--- config.mk ---
export PLATFORM = sky130hd
export DESIGN_NAME = multicycle_ctrl
export DESIGN_NICKNAME = d
export VERILOG_FILES = /design/src/rtl/multicycle_ctrl_pkg.sv /design/src/rtl/multicycle_ctrl_opclass.sv /design/src/rtl/multicycle_ctrl.sv
export SDC_FILE = /design/constraint.sdc
export NUM_CORES = 1
export LEC_CHECK = 0
export CAP_MARGIN = 30
export CORE_MARGIN = 10
export CORE_UTILIZATION = 27
export DETAILED_ROUTE_END_ITERATION = 16
export PLACE_DENSITY = 0.48
export SYNTH_ARGS = -nofsm -noshare
export SYNTH_HDL_FRONTEND = slang
export SYNTH_SLANG_ARGS = --single-unit
--- constraint.sdc ---
create_clock -name clock -period 2.5 [get_ports clock]
set_clock_uncertainty 0.15 [all_clocks]
set_input_delay 0.5 -clock clock [delete_from_list [all_inputs] [get_ports clock]]
set_output_delay 0.5 -clock clock [all_outputs]
set_load 0.01 [all_outputs]
--- src/rtl/multicycle_ctrl_pkg.sv ---
// Shared definitions for the LEGv8 multi-cycle sequencer.
// Holds the state encoding, instruction classes, ALUOp codes and the opcode
// constants and masks used by the class decoder.
package multicycle_ctrl_pkg;

    // Debug-visible encoding: FETCH=0 DECODE=1 EXEC=2 MEM=3 WB=4 HALT=5
    typedef enum logic [2:0] {
        ST_FETCH  = 3'd0,
        ST_DECODE = 3'd1,
        ST_EXEC   = 3'd2,
        ST_MEM    = 3'd3,
        ST_WB     = 3'd4,
        ST_HALT   = 3'd5
    } state_t;

    // ILLEGAL is the all-zero code so a cleared class register means "nothing decoded"
    typedef enum logic [2:0] {
        CL_ILLEGAL = 3'd0,
        CL_RTYPE   = 3'd1,
        CL_LDUR    = 3'd2,
        CL_STUR    = 3'd3,
        CL_CBZ     = 3'd4,
        CL_B       = 3'd5
    } op_class_t;

    localparam logic [1:0] ALUOP_ADD   = 2'b00;
    localparam logic [1:0] ALUOP_PASSB = 2'b01;
    localparam logic [1:0] ALUOP_RTYPE = 2'b10;

    localparam logic [10:0] OP_ADD  = 11'b10001011000;
    localparam logic [10:0] OP_SUB  = 11'b11001011000;
    localparam logic [10:0] OP_AND  = 11'b10001010000;
    localparam logic [10:0] OP_ORR  = 11'b10101010000;
    localparam logic [10:0] OP_LDUR = 11'b11111000010;
    localparam logic [10:0] OP_STUR = 11'b11111000000;

    // CBZ and B carry immediate bits inside instruction[31:21]; compare only the fixed part
    localparam logic [10:0] OP_CBZ_PAT  = 11'b10110100000;
    localparam logic [10:0] OP_CBZ_MASK = 11'b11111111000;
    localparam logic [10:0] OP_B_PAT    = 11'b00010100000;
    localparam logic [10:0] OP_B_MASK   = 11'b11111100000;

endpackage

--- src/rtl/multicycle_ctrl_opclass.sv ---
// Combinational opcode-to-class decoder.
// Ports: opcode (instruction[31:21]) in, op_class out; anything unrecognised is ILLEGAL.
module multicycle_ctrl_opclass
    import multicycle_ctrl_pkg::*;
(
    input  logic [10:0] opcode,
    output op_class_t   op_class
);

    // Exact matches first, then the masked branch formats
    always_comb begin
        op_class = CL_ILLEGAL;
        if ((opcode == OP_ADD) || (opcode == OP_SUB) ||
            (opcode == OP_AND) || (opcode == OP_ORR)) begin
            op_class = CL_RTYPE;
        end else if (opcode == OP_LDUR) begin
            op_class = CL_LDUR;
        end else if (opcode == OP_STUR) begin
            op_class = CL_STUR;
        end else if ((opcode & OP_CBZ_MASK) == OP_CBZ_PAT) begin
            op_class = CL_CBZ;
        end else if ((opcode & OP_B_MASK) == OP_B_PAT) begin
            op_class = CL_B;
        end else begin
            op_class = CL_ILLEGAL;
        end
    end

endmodule

--- src/rtl/multicycle_ctrl.sv ---
// LEGv8 multi-cycle control sequencer.
// Steps each instruction through FETCH/DECODE/EXEC/MEM/WB, waits on the
// instruction and data memory ready handshakes with a timeout, counts retired
// instructions and halts (sticky) on an illegal opcode or a memory timeout.
// Ports:
//   clock, reset_n (synchronous, active-low), run (FETCH gate), opcode, zero,
//   imem_ready, dmem_ready                      -- inputs
//   ir_write, pc_write, en_jump, reg2loc, alusrc, memtoreg, regwrite,
//   readmem_en, writemem_en, aluop              -- datapath controls
//   state, retire, retired_cnt, halted, illegal, bus_err -- status
module multicycle_ctrl
    import multicycle_ctrl_pkg::*;
#(
    parameter int CNT_W   = 32,
    parameter int TMO_CYC = 16
) (
    input  logic             clock,
    input  logic             reset_n,
    input  logic             run,
    input  logic [10:0]      opcode,
    input  logic             zero,
    input  logic             imem_ready,
    input  logic             dmem_ready,
    output logic             ir_write,
    output logic             pc_write,
    output logic             en_jump,
    output logic             reg2loc,
    output logic             alusrc,
    output logic             memtoreg,
    output logic             regwrite,
    output logic             readmem_en,
    output logic             writemem_en,
    output logic [1:0]       aluop,
    output logic [2:0]       state,
    output logic             retire,
    output logic [CNT_W-1:0] retired_cnt,
    output logic             halted,
    output logic             illegal,
    output logic             bus_err
);

    localparam int TMO_W = $clog2(TMO_CYC + 1);

    state_t           state_r;
    op_class_t        class_r;
    op_class_t        class_s;
    logic [TMO_W-1:0] tmo_cnt_r;
    logic [CNT_W-1:0] retired_cnt_r;
    logic             halted_r;
    logic             illegal_r;
    logic             bus_err_r;
    logic             tmo_last_s;

    multicycle_ctrl_opclass u_opclass (
        .opcode   (opcode),
        .op_class (class_s)
    );

    // The current wait cycle is the last one allowed; a ready in this cycle still wins
    assign tmo_last_s = (tmo_cnt_r == TMO_W'(TMO_CYC - 1));

    // Sequencer: state, class latch, wait timeout, retire counter and sticky halt causes
    always_ff @(posedge clock) begin
        if (!reset_n) begin
            state_r       <= ST_FETCH;
            class_r       <= CL_ILLEGAL;
            tmo_cnt_r     <= '0;
            retired_cnt_r <= '0;
            halted_r      <= 1'b0;
            illegal_r     <= 1'b0;
            bus_err_r     <= 1'b0;
        end else begin
            if (retire) begin
                retired_cnt_r <= retired_cnt_r + CNT_W'(1);
            end else begin
                retired_cnt_r <= retired_cnt_r;
            end

            case (state_r)
                ST_FETCH: begin
                    if (!run) begin
                        tmo_cnt_r <= '0;
                    end else if (imem_ready) begin
                        tmo_cnt_r <= '0;
                        state_r   <= ST_DECODE;
                    end else if (tmo_last_s) begin
                        tmo_cnt_r <= '0;
                        bus_err_r <= 1'b1;
                        halted_r  <= 1'b1;
                        state_r   <= ST_HALT;
                    end else begin
                        tmo_cnt_r <= tmo_cnt_r + TMO_W'(1);
                    end
                end
                ST_DECODE: begin
                    class_r   <= class_s;
                    tmo_cnt_r <= '0;
                    if (class_s == CL_ILLEGAL) begin
                        illegal_r <= 1'b1;
                        halted_r  <= 1'b1;
                        state_r   <= ST_HALT;
                    end else begin
                        state_r   <= ST_EXEC;
                    end
                end
                ST_EXEC: begin
                    case (class_r)
                        CL_RTYPE:        state_r <= ST_WB;
                        CL_LDUR, CL_STUR: state_r <= ST_MEM;
                        CL_CBZ, CL_B:    state_r <= ST_FETCH;
                        default: begin
                            illegal_r <= 1'b1;
                            halted_r  <= 1'b1;
                            state_r   <= ST_HALT;
                        end
                    endcase
                end
                ST_MEM: begin
                    if (dmem_ready) begin
                        tmo_cnt_r <= '0;
                        state_r   <= (class_r == CL_LDUR) ? ST_WB : ST_FETCH;
                    end else if (tmo_last_s) begin
                        tmo_cnt_r <= '0;
                        bus_err_r <= 1'b1;
                        halted_r  <= 1'b1;
                        state_r   <= ST_HALT;
                    end else begin
                        tmo_cnt_r <= tmo_cnt_r + TMO_W'(1);
                    end
                end
                ST_WB: begin
                    state_r <= ST_FETCH;
                end
                ST_HALT: begin
                    state_r <= ST_HALT;
                end
                default: begin
                    // Unreachable encodings park the controller rather than resume execution
                    halted_r <= 1'b1;
                    state_r  <= ST_HALT;
                end
            endcase
        end
    end

    // Datapath controls decoded from registered state and class only; the
    // handshake/flag inputs gate single strobes but opcode never reaches them
    always_comb begin
        ir_write    = 1'b0;
        pc_write    = 1'b0;
        en_jump     = 1'b0;
        reg2loc     = 1'b0;
        alusrc      = 1'b0;
        memtoreg    = 1'b0;
        regwrite    = 1'b0;
        readmem_en  = 1'b0;
        writemem_en = 1'b0;
        aluop       = ALUOP_ADD;
        retire      = 1'b0;
        case (state_r)
            ST_FETCH: begin
                ir_write = run & imem_ready;
            end
            ST_EXEC: begin
                reg2loc  = (class_r == CL_STUR) || (class_r == CL_CBZ);
                alusrc   = (class_r == CL_LDUR) || (class_r == CL_STUR);
                case (class_r)
                    CL_RTYPE: aluop = ALUOP_RTYPE;
                    CL_CBZ:   aluop = ALUOP_PASSB;
                    default:  aluop = ALUOP_ADD;
                endcase
                pc_write = (class_r == CL_CBZ) || (class_r == CL_B);
                retire   = (class_r == CL_CBZ) || (class_r == CL_B);
                en_jump  = (class_r == CL_B) || ((class_r == CL_CBZ) && zero);
            end
            ST_MEM: begin
                readmem_en  = (class_r == CL_LDUR);
                writemem_en = (class_r == CL_STUR);
                pc_write    = (class_r == CL_STUR) && dmem_ready;
                retire      = (class_r == CL_STUR) && dmem_ready;
            end
            ST_WB: begin
                regwrite = 1'b1;
                memtoreg = (class_r == CL_LDUR);
                pc_write = 1'b1;
                retire   = 1'b1;
            end
            default: begin
                aluop = ALUOP_ADD;
            end
        endcase
    end

    assign state       = state_r;
    assign retired_cnt = retired_cnt_r;
    assign halted      = halted_r;
    assign illegal     = illegal_r;
    assign bus_err     = bus_err_r;

endmodule

==> results.ini, run 1 <==
[outcome]
status = complete, no violations

[placed_design]
dp_hpwl_um = 5780
gp_congestion = 0.785
io_buffers = 66

[clock_network]
clk_path_buf_depth = 2
clock-sinks = 46
clock_latency_ns = 0.31
cts_tree = built
cts.clk_slew.worst_paths_ns = 0.08
cts-root-buf = clkbuf_8
post_cts_buffers = 0
htreeDepth = 2
cts_buffers = 5

[route]
drtIter0Drc = 85
wl_per_cell_um = 14.8
drcViolationCount = 0
ant_nets = 0
wl_um = 7650
vias_per_cell = 5.17
first_pass_iters = 4
vias = 2674

[timing]
fmax_mhz = 411
whs_ns = 0.321
fin_crit_sh = 0.973
finalHoldViolCount = 0
period_minus_slack_ns = 2.43
rsz0062_at_grt = no
finalMaxSlewViolations = 0
worst_pin_slew_ns = 0.407
max_slew_margin = 0.721
finalSetupTns_ns = 0
setup_viol = 0

[synth]
synth_area_leaders = dfxtp_1, a21oi_1, nor2_1, o31ai_1, or4_1
synth_top_cell_by_area = dfxtp_1
synth.top_cell.area_share = 0.362
syn_avg_cell_area_um2 = 7.96
ys_ff_latch = 46
synth_edf_count = 0
yosys_warnings = 0
ys_seq_area_frac = 0.362
synthArstFlopShare = 0
netlist_area_mm2 = 0.00255
syn_nets = 341
synthCells = 320
synth_flop_cell = dfxtp_1
synth_cell_types = 47

[floorplanning]
initial_core_util = 0.277
pin_count = 67
die_area_mm2 = 0.0137
die_x_um = 117
rows = 35
die_h_um = 117
core_area_mm2 = 0.00920

[hold_path]
hold_class = reg2reg

[power_and_ir_drop]
power.leakage_nw = 1.25
ir_drop_v = 0.000213
finalPower_mw = 1.56
power_density_mw_per_mm2 = 427

[final_layout]
diodes = 0
fill_cells = 968
drive_above_1_share = 0.121
area_delta_synth_final_pct = 44.0
nets = 426

[grt]
grt_pass1_wl_um = 12300
grt_start_max_net_pins = 24
overflow = 0
track_usage = 0.110
antenna_found_initial = 0
grt_pass1_vias = 2572

[worst_setup_path]
critPathKind = in2out
critPathTopFamily = buffers and inverters
crit_path_cell_trace = clkdlybuf4s50_1 -> inv_2 -> or3_4 -> nand2_2 -> clkdlybuf4s15_2
worstPathMaxFanout = 7
worst_path_max_delay_cell = clkdlybuf4s50_1
critPathMaxStageDelay_ns = 0.49
cp_data_arrival_time_ns = 1.78
critPathCaptureType = primary output
critPathLaunchType = input port
cp.required_ns = 1.85
cp_num_buf_inv = 3

[run]
drv_cap = 0

## final timing paths
kind,start,cells after the start,endpoint,slack [ns]
max,dmem_ready,5,retire,0.07
min,halted$_SDFFE_PN0P_,1,halted$_SDFFE_PN0P_,0.32
max reg2reg,state[2]$_SDFFE_PN0N_,6,retired_cnt[29]$_SDFFE_PN0P_,0.30
min reg2reg,halted$_SDFFE_PN0P_,1,halted$_SDFFE_PN0P_,0.32
## cells by family after synthesis
logic type,synth area share
simple gates,0.307
flops,0.362
xor+xnor,0.0172
compound gates,0.228
buf+inv,0.0545
mux,0.0118
fa+ha+maj,0.0197
## state kept, by name, summed over array words and instances (netlist names)
register,flops
halted,1
illegal,1
state,3
bus_err,1
class_r,3
tmo_cnt_r,5
retired_cnt,32
## stage by stage
stage / cells / utilization / instance area (um^2) / setup WS [ns]
after floorplan: 320 / - / 2550 / 0.274
after global placement: 509 / 0.382 / 3510 / -0.382
after detailed placement: 509 / 0.382 / 3510 / -0.402
after CTS: 517 / 0.398 / 3660 / 0.000703
after global routing: 517 / 0.399 / 3670 / 0.00663
final: 517 / 0.399 / 3670 / 0.0671
## metal layers
metal | track usage | vias to the layer above | wire (um)
li1 | - | 1366 | -
met1 | 0.123 | 1240 | 3410
met3 | 0.0331 | 8 | 496
met5 | 0 | - | 0
met2 | 0.196 | 60 | 3650
met4 | 0.0321 | 0 | 85
## layout by cell type (no fill, tap or decap), drive strengths merged, types with 4 or more instances in the layout
master	n
a21oi	32
a31oi	5
buf	29
clkbuf	5
clkdlybuf4s50	57
dfxtp	46
dlygate4sd2	5
ha	4
inv	13
nand2	23
nand2b	6
nand3	18
nand4	8
nor2	31
nor3	7
nor4b	5
nor4bb	4
o21a	11
o21ai	11
o31ai	13
or3	8
or4	13
xnor2	5
## layout make-up
cell class                 instances  area (um^2)  share of cell area
sequential                        46          922               0.251
inverter                          13         48.8              0.0133
timing repair buffer              95          921               0.251
clock buffer                       5         68.8              0.0188
tap                              111          139              0.0379
clock inverter                     3         68.8              0.0188
multi-input combinational        244         1500               0.409
## cells in the mapped netlist, types with 2 or more instances
| library cell | instances |
|---|---|
| a21oi_1 | 32 |
| or4_1 | 13 |
| o21ai_0 | 11 |
| a2111oi_0 | 3 |
| or3_1 | 8 |
| and2_1 | 2 |
| a211oi_1 | 3 |
| xnor2_1 | 5 |
| dfxtp_1 | 46 |
| o21a_1 | 11 |
| nor4b_1 | 5 |
| nand4_1 | 8 |
| nand2b_1 | 6 |
| nor2_1 | 31 |
| nor3_1 | 7 |
| nand3_1 | 18 |
| nand2_1 | 23 |
| o31ai_1 | 13 |
| a22oi_1 | 3 |
| nand3b_1 | 2 |
| ha_1 | 4 |
| nor2b_1 | 3 |
| nor4bb_1 | 4 |
| and3_1 | 3 |
| buf_6 | 2 |
| clkbuf_1 | 10 |
| and4_1 | 2 |
| a21o_1 | 2 |
| or2_2 | 3 |
| a31oi_1 | 4 |
| mux2i_1 | 3 |
| inv_1 | 12 |
| buf_2 | 3 |
| buf_4 | 2 |
## repair_timing
| action | 4_1_cts | 5_1_grt |
|---|---|---|
| pin swaps | 0 | 0 |
| gates resized for setup | 15 | 4 |
| endpoints found under the setup margin | 7 | 4 |
| hold buffers | 0 | 0 |
## where the power goes
part / leakage (nW) / internal (mW) / switching [mW]
sequential: 0.372 / 0.740 / 0.00604
combinational: 0.815 / 0.0762 / 0.0703
clock: 0.0683 / 0.401 / 0.271
Note: power is estimated with default switching activity, not from simulation.
==> run 2, diff against run 1 <==
Settings changed: PLACE_DENSITY 0.48 to 0.58.
==> results.ini, run 2 (same netlist as run 1, synthesis figures left out) <==
[timing]
setup_ws_ns = 0.115
worst_pin_slew_ns = 0.552
finalHoldViolCount = 0
fin_crit_sh = 0.954
period_minus_slack_ns = 2.38
fmax_mhz = 419
setup_viol = 0
finalMaxSlewViolations = 0
max_slew_margin = 0.627

[grt]
grt_pass1_vias = 2577
track_usage = 0.111
grt_pass1_wl_um = 12400
grt_start_max_net_pins = 34
overflow = 0
antenna_found_initial = 0

[clock_network]
clock_latency_ns = 0.30
htreeDepth = 2
cts-root-buf = clkbuf_8
clock-sinks = 46
holdBufCountCts = 0
cts_buffers = 5
cts_tree = built
clk_path_buf_depth = 2
cts.clk_slew.worst_paths_ns = 0.08

[floorplanning]
die_area_mm2 = 0.0137
die_x_um = 117
die_h_um = 117
initial_core_util = 0.277
rows = 35
pin_count = 67
core_area_mm2 = 0.00920

[final_layout]
final_cells = 519
diodes = 0
area_delta_synth_final_pct = 41.7
drive_above_1_share = 0.125
mostFrequentLayoutCells = clkdlybuf4s50_1, dfxtp_1, a21oi_1
final_common_cell = clkdlybuf4s50_1
largest_reg_flops = 32
nets = 428

[route]
vias_per_cell = 5.18
drcViolationCount = 0
wl_um = 7500
drtIter0Drc = 139
wl_per_cell_um = 14.4
first_pass_iters = 4
ant_nets = 0
vias = 2691

[power_and_ir_drop]
power_switching_mw = 0.322
switching_share = 0.237
p_clk_frac = 0.345
ir_drop_v = 0.000176
seqPwrFrac = 0.551
p_comb_frac = 0.104
internal_power_mw = 1.04
power_density_mw_per_mm2 = 377
power.leakage_nw = 1.26

[outcome]
status = complete, no violations

[placed_design]
gp_congestion = 0.849
dp_hpwl_um = 5750
dpl.cell_count = 510
io_buffers = 66
dp_slack_ns = -0.405

[worst_setup_path]
cp_data_arrival_time_ns = 1.73
critPathLaunchType = register
worstPathMaxFanout = 6
r2r-start = state[1]$_SDFFE_PN0N_
crit_path_start = state[0]$_SDFFE_PN0N_
critPathCaptureType = primary output
worst_path_max_delay_cell = dfxtp_1
critPathKind = reg2out
crit_path_cell_trace = buf_4 -> nor2_1 -> nand2_1 -> inv_1 -> a31oi_2 -> nand2_2 -> dlygate4sd2_1
cp.required_ns = 1.85
critPathMaxStageDelay_ns = 0.38

[run]
drv_cap = 0

[hold_path]
hp-start = halted$_SDFFE_PN0P_
hold_class = reg2reg

==> run 2: cell count changes in the layout (fill, tap and decap cells not counted), sizes merged <==
cell           delta
buf               +2
bufinv            -2
clkbuf            +2
clkdlybuf4s15     -2
dlymetal6s2s      +2
==> run 2: path summary, 6_finish.rpt <==
path / end / slack (ns) / depth (start not counted)
min: halted$_SDFFE_PN0P_ / 0.33 / 1
max reg2reg: retired_cnt[28]$_SDFFE_PN0P_ / 0.22 / 6
max: pc_write / 0.12 / 7
min reg2reg: halted$_SDFFE_PN0P_ / 0.33 / 1
==> run 2: final cells by class <==
cell class	instances	area, um^2
clock buffer	7	86.3
clock inverter	1	5.00
fill	940	5590
inverter	13	48.8
multi-input combinational	244	1510
sequential	46	925
tap	111	139
timing repair buffer	97	897
==> run 2: stage by stage <==
step	setup TNS [ns]	total power [mW]	area, um^2	utilization	hold WS (ns)
6_report	0	1.36	3610	0.392	0.326
5_1_grt	-0.0000205	1.42	3610	0.392	0.357
4_1_cts	0	1.38	3580	0.390	0.332
3_5_place_dp	-8.28	0.907	3480	0.379	0.312
3_3_place_gp	-7.40	0.906	3480	0.379	0.303
2_1_floorplan	0	0.830	2550	-	0.299
==> run 2: layer usage <==
metal,vias up,part of all wire,GRT usage
met5,-,0,0
li1,1366,-,-
met4,0,0.015,0.0354
met3,10,0.079,0.0408
met1,1251,0.45,0.130
met2,64,0.46,0.183
==> run 2: worst max-delay path: cells and delay by family, from the launching register on <==
family | cells | cell delay (ns)
flip-flops | 1 | 0.38
AND/OR/NAND/NOR | 3 | 0.25
buffers and inverters | 3 | 0.53
AO/OA/AOI/OAI | 1 | 0.28
==> run 2: what timing repair did <==
item / 4_1_cts / 5_1_grt
setup endpoints to repair: 13 / 24
pin swaps: 0 / 1
buffers inserted: 0 / 1
gates resized for setup: 11 / 7
gates cloned: 0 / 0
==> run 2: power by group through the flow <==
stage               clock network, mW  logic [mW]  registers (mW)
floorplan                           0      0.0626           0.768
global placement                    0       0.141           0.765
detailed placement                  0       0.142           0.766
CTS                             0.488       0.142           0.748
global route                    0.512       0.156           0.750
finish                          0.469       0.142           0.748
==> run 3, diff against run 2 <==
Settings changed: CORE_MARGIN 10 to unset.
==> results.ini, run 3 (same netlist as run 1, synthesis figures left out) <==
[grt]
overflow = 0
grt_util_met2 = 0.247
grt_pass1_vias = 2483
grtUsageMet3 = 0.0379
met1_usage = 0.189
grt_pass1_wl_um = 11800
top_usage_layer = met2
track_usage = 0.147
grt_start_max_net_pins = 20
antenna_found_initial = 0

[power_and_ir_drop]
switching_share = 0.238
seqPwrFrac = 0.550
power_switching_mw = 0.324
power_density_mw_per_mm2 = 380
ir_drop_v = 0.000204
power.leakage_nw = 1.21
internal_power_mw = 1.04
p_clk_frac = 0.346
p_comb_frac = 0.104
finalPower_mw = 1.36

[worst_setup_path]
critPathCaptureType = primary output
worstPathMaxFanout = 4
critPathLaunchType = input port
cp.required_ns = 1.85
critPathKind = in2out
cp_data_arrival_time_ns = 1.83

[route]
drcViolationCount = 0
vias = 2645
first_pass_iters = 4
ant_nets = 0
drtIter0Drc = 72
vias_per_cell = 5.14
wl_per_cell_um = 13.6
wl_um = 6980

[placed_design]
gp_congestion = 0.832
dp_hpwl_um = 5260
io_buffers = 66
placed_cell_area_mm2 = 0.00346

[floorplanning]
rows = 35
pin_count = 67
die_h_um = 99.1
core_area_mm2 = 0.00920
initial_core_util = 0.277
die_x_um = 99.1
die_area_mm2 = 0.00982

[clock_network]
holdBufCountCts = 0
htreeDepth = 2
post_cts_buffers = 0
cts-root-buf = clkbuf_8
cts_buffers = 5
cts.clk_slew.worst_paths_ns = 0.08
clock_latency_ns = 0.30
clk_path_buf_depth = 2
clock-sinks = 46
cts_tree = built

[final_layout]
mostFrequentLayoutCells = clkdlybuf4s50_1, dfxtp_1, a21oi_1
register_area_um2 = 926
diodes = 0
drive_above_1_share = 0.111
largest_reg_flops = 32
stdcell_area_mm2 = 0.00358
final_common_cell = clkdlybuf4s50_1
nets = 424
multiInputGateArea_mm2 = 0.00152
fill_cells = 946
area_delta_synth_final_pct = 40.7

[timing]
fmax_mhz = 403
setup_viol = 0
whs_ns = 0.321
finalMaxSlewViolations = 0
fin_crit_sh = 0.993
period_minus_slack_ns = 2.48
finalHoldViolCount = 0
max_slew_margin = 0.668
rsz0062_at_grt = yes
worst_pin_slew_ns = 0.485

[run]
drv_cap = 0

[outcome]
status = complete, no violations

[hold_path]
hold_class = reg2reg

==> run 3: path summary, 6_finish.rpt <==
kind                             endpoint                    start  depth (start not counted)  slack [ns]
max                                retire               dmem_ready                          5        0.02
min reg2reg          illegal$_SDFFE_PN0P_     illegal$_SDFFE_PN0P_                          1        0.32
min                  illegal$_SDFFE_PN0P_     illegal$_SDFFE_PN0P_                          1        0.32
max reg2reg  retired_cnt[20]$_SDFFE_PN0P_  class_r[2]$_SDFFE_PN0P_                          6        0.17
==> run 3: worst max-delay path, cell delays in order <==
cell	delay, ns
clkdlybuf4s50_1	0.49
inv_2	0.05
or3_4	0.41
nand2_1	0.11
dlygate4sd2_1	0.28
==> run 3: metrics by stage <==
| stage | util | TNS (ns) | worst slack (ns) | instances |
|---|---|---|---|---|
| floorplan | - | 0 | 0.274 | 320 |
| global placement | 0.376 | -8.57 | -0.370 | 507 |
| detailed placement | 0.376 | -9.18 | -0.407 | 507 |
| CTS | 0.387 | 0 | 0.00540 | 515 |
| global route | 0.390 | -0.0647 | -0.0306 | 515 |
| finish | 0.390 | 0 | 0.0163 | 515 |
==> run 3: power by group through the flow <==
stage / registers (mW) / clock network (mW) / logic (mW)
finish: 0.748 / 0.471 / 0.141
global route: 0.750 / 0.524 / 0.155
CTS: 0.749 / 0.490 / 0.141
detailed placement: 0.766 / 0 / 0.140
global placement: 0.766 / 0 / 0.139
floorplan: 0.768 / 0 / 0.0626
==> run 3: final cells by class <==
type	instances	share of cell area
inverter	13	0.0136
timing repair buffer	93	0.241
sequential	46	0.258
clock buffer	7	0.0241
tap	111	0.0388
multi-input combinational	244	0.423
clock inverter	1	0.00140
==> run 3: timing repair <==
action,CTS,global route
pin swaps,0,0
endpoints found under the setup margin,18,13
resized for setup,10,9
hold endpoints to repair,0,0
==> run 3: metal layers <==
| metal | part of all wire | up-vias |
|---|---|---|
| met2 | 0.47 | 60 |
| met3 | 0.039 | 4 |
| li1 | - | 1352 |
| met4 | 0.0089 | 0 |
| met5 | 0 | - |
| met1 | 0.48 | 1229 |
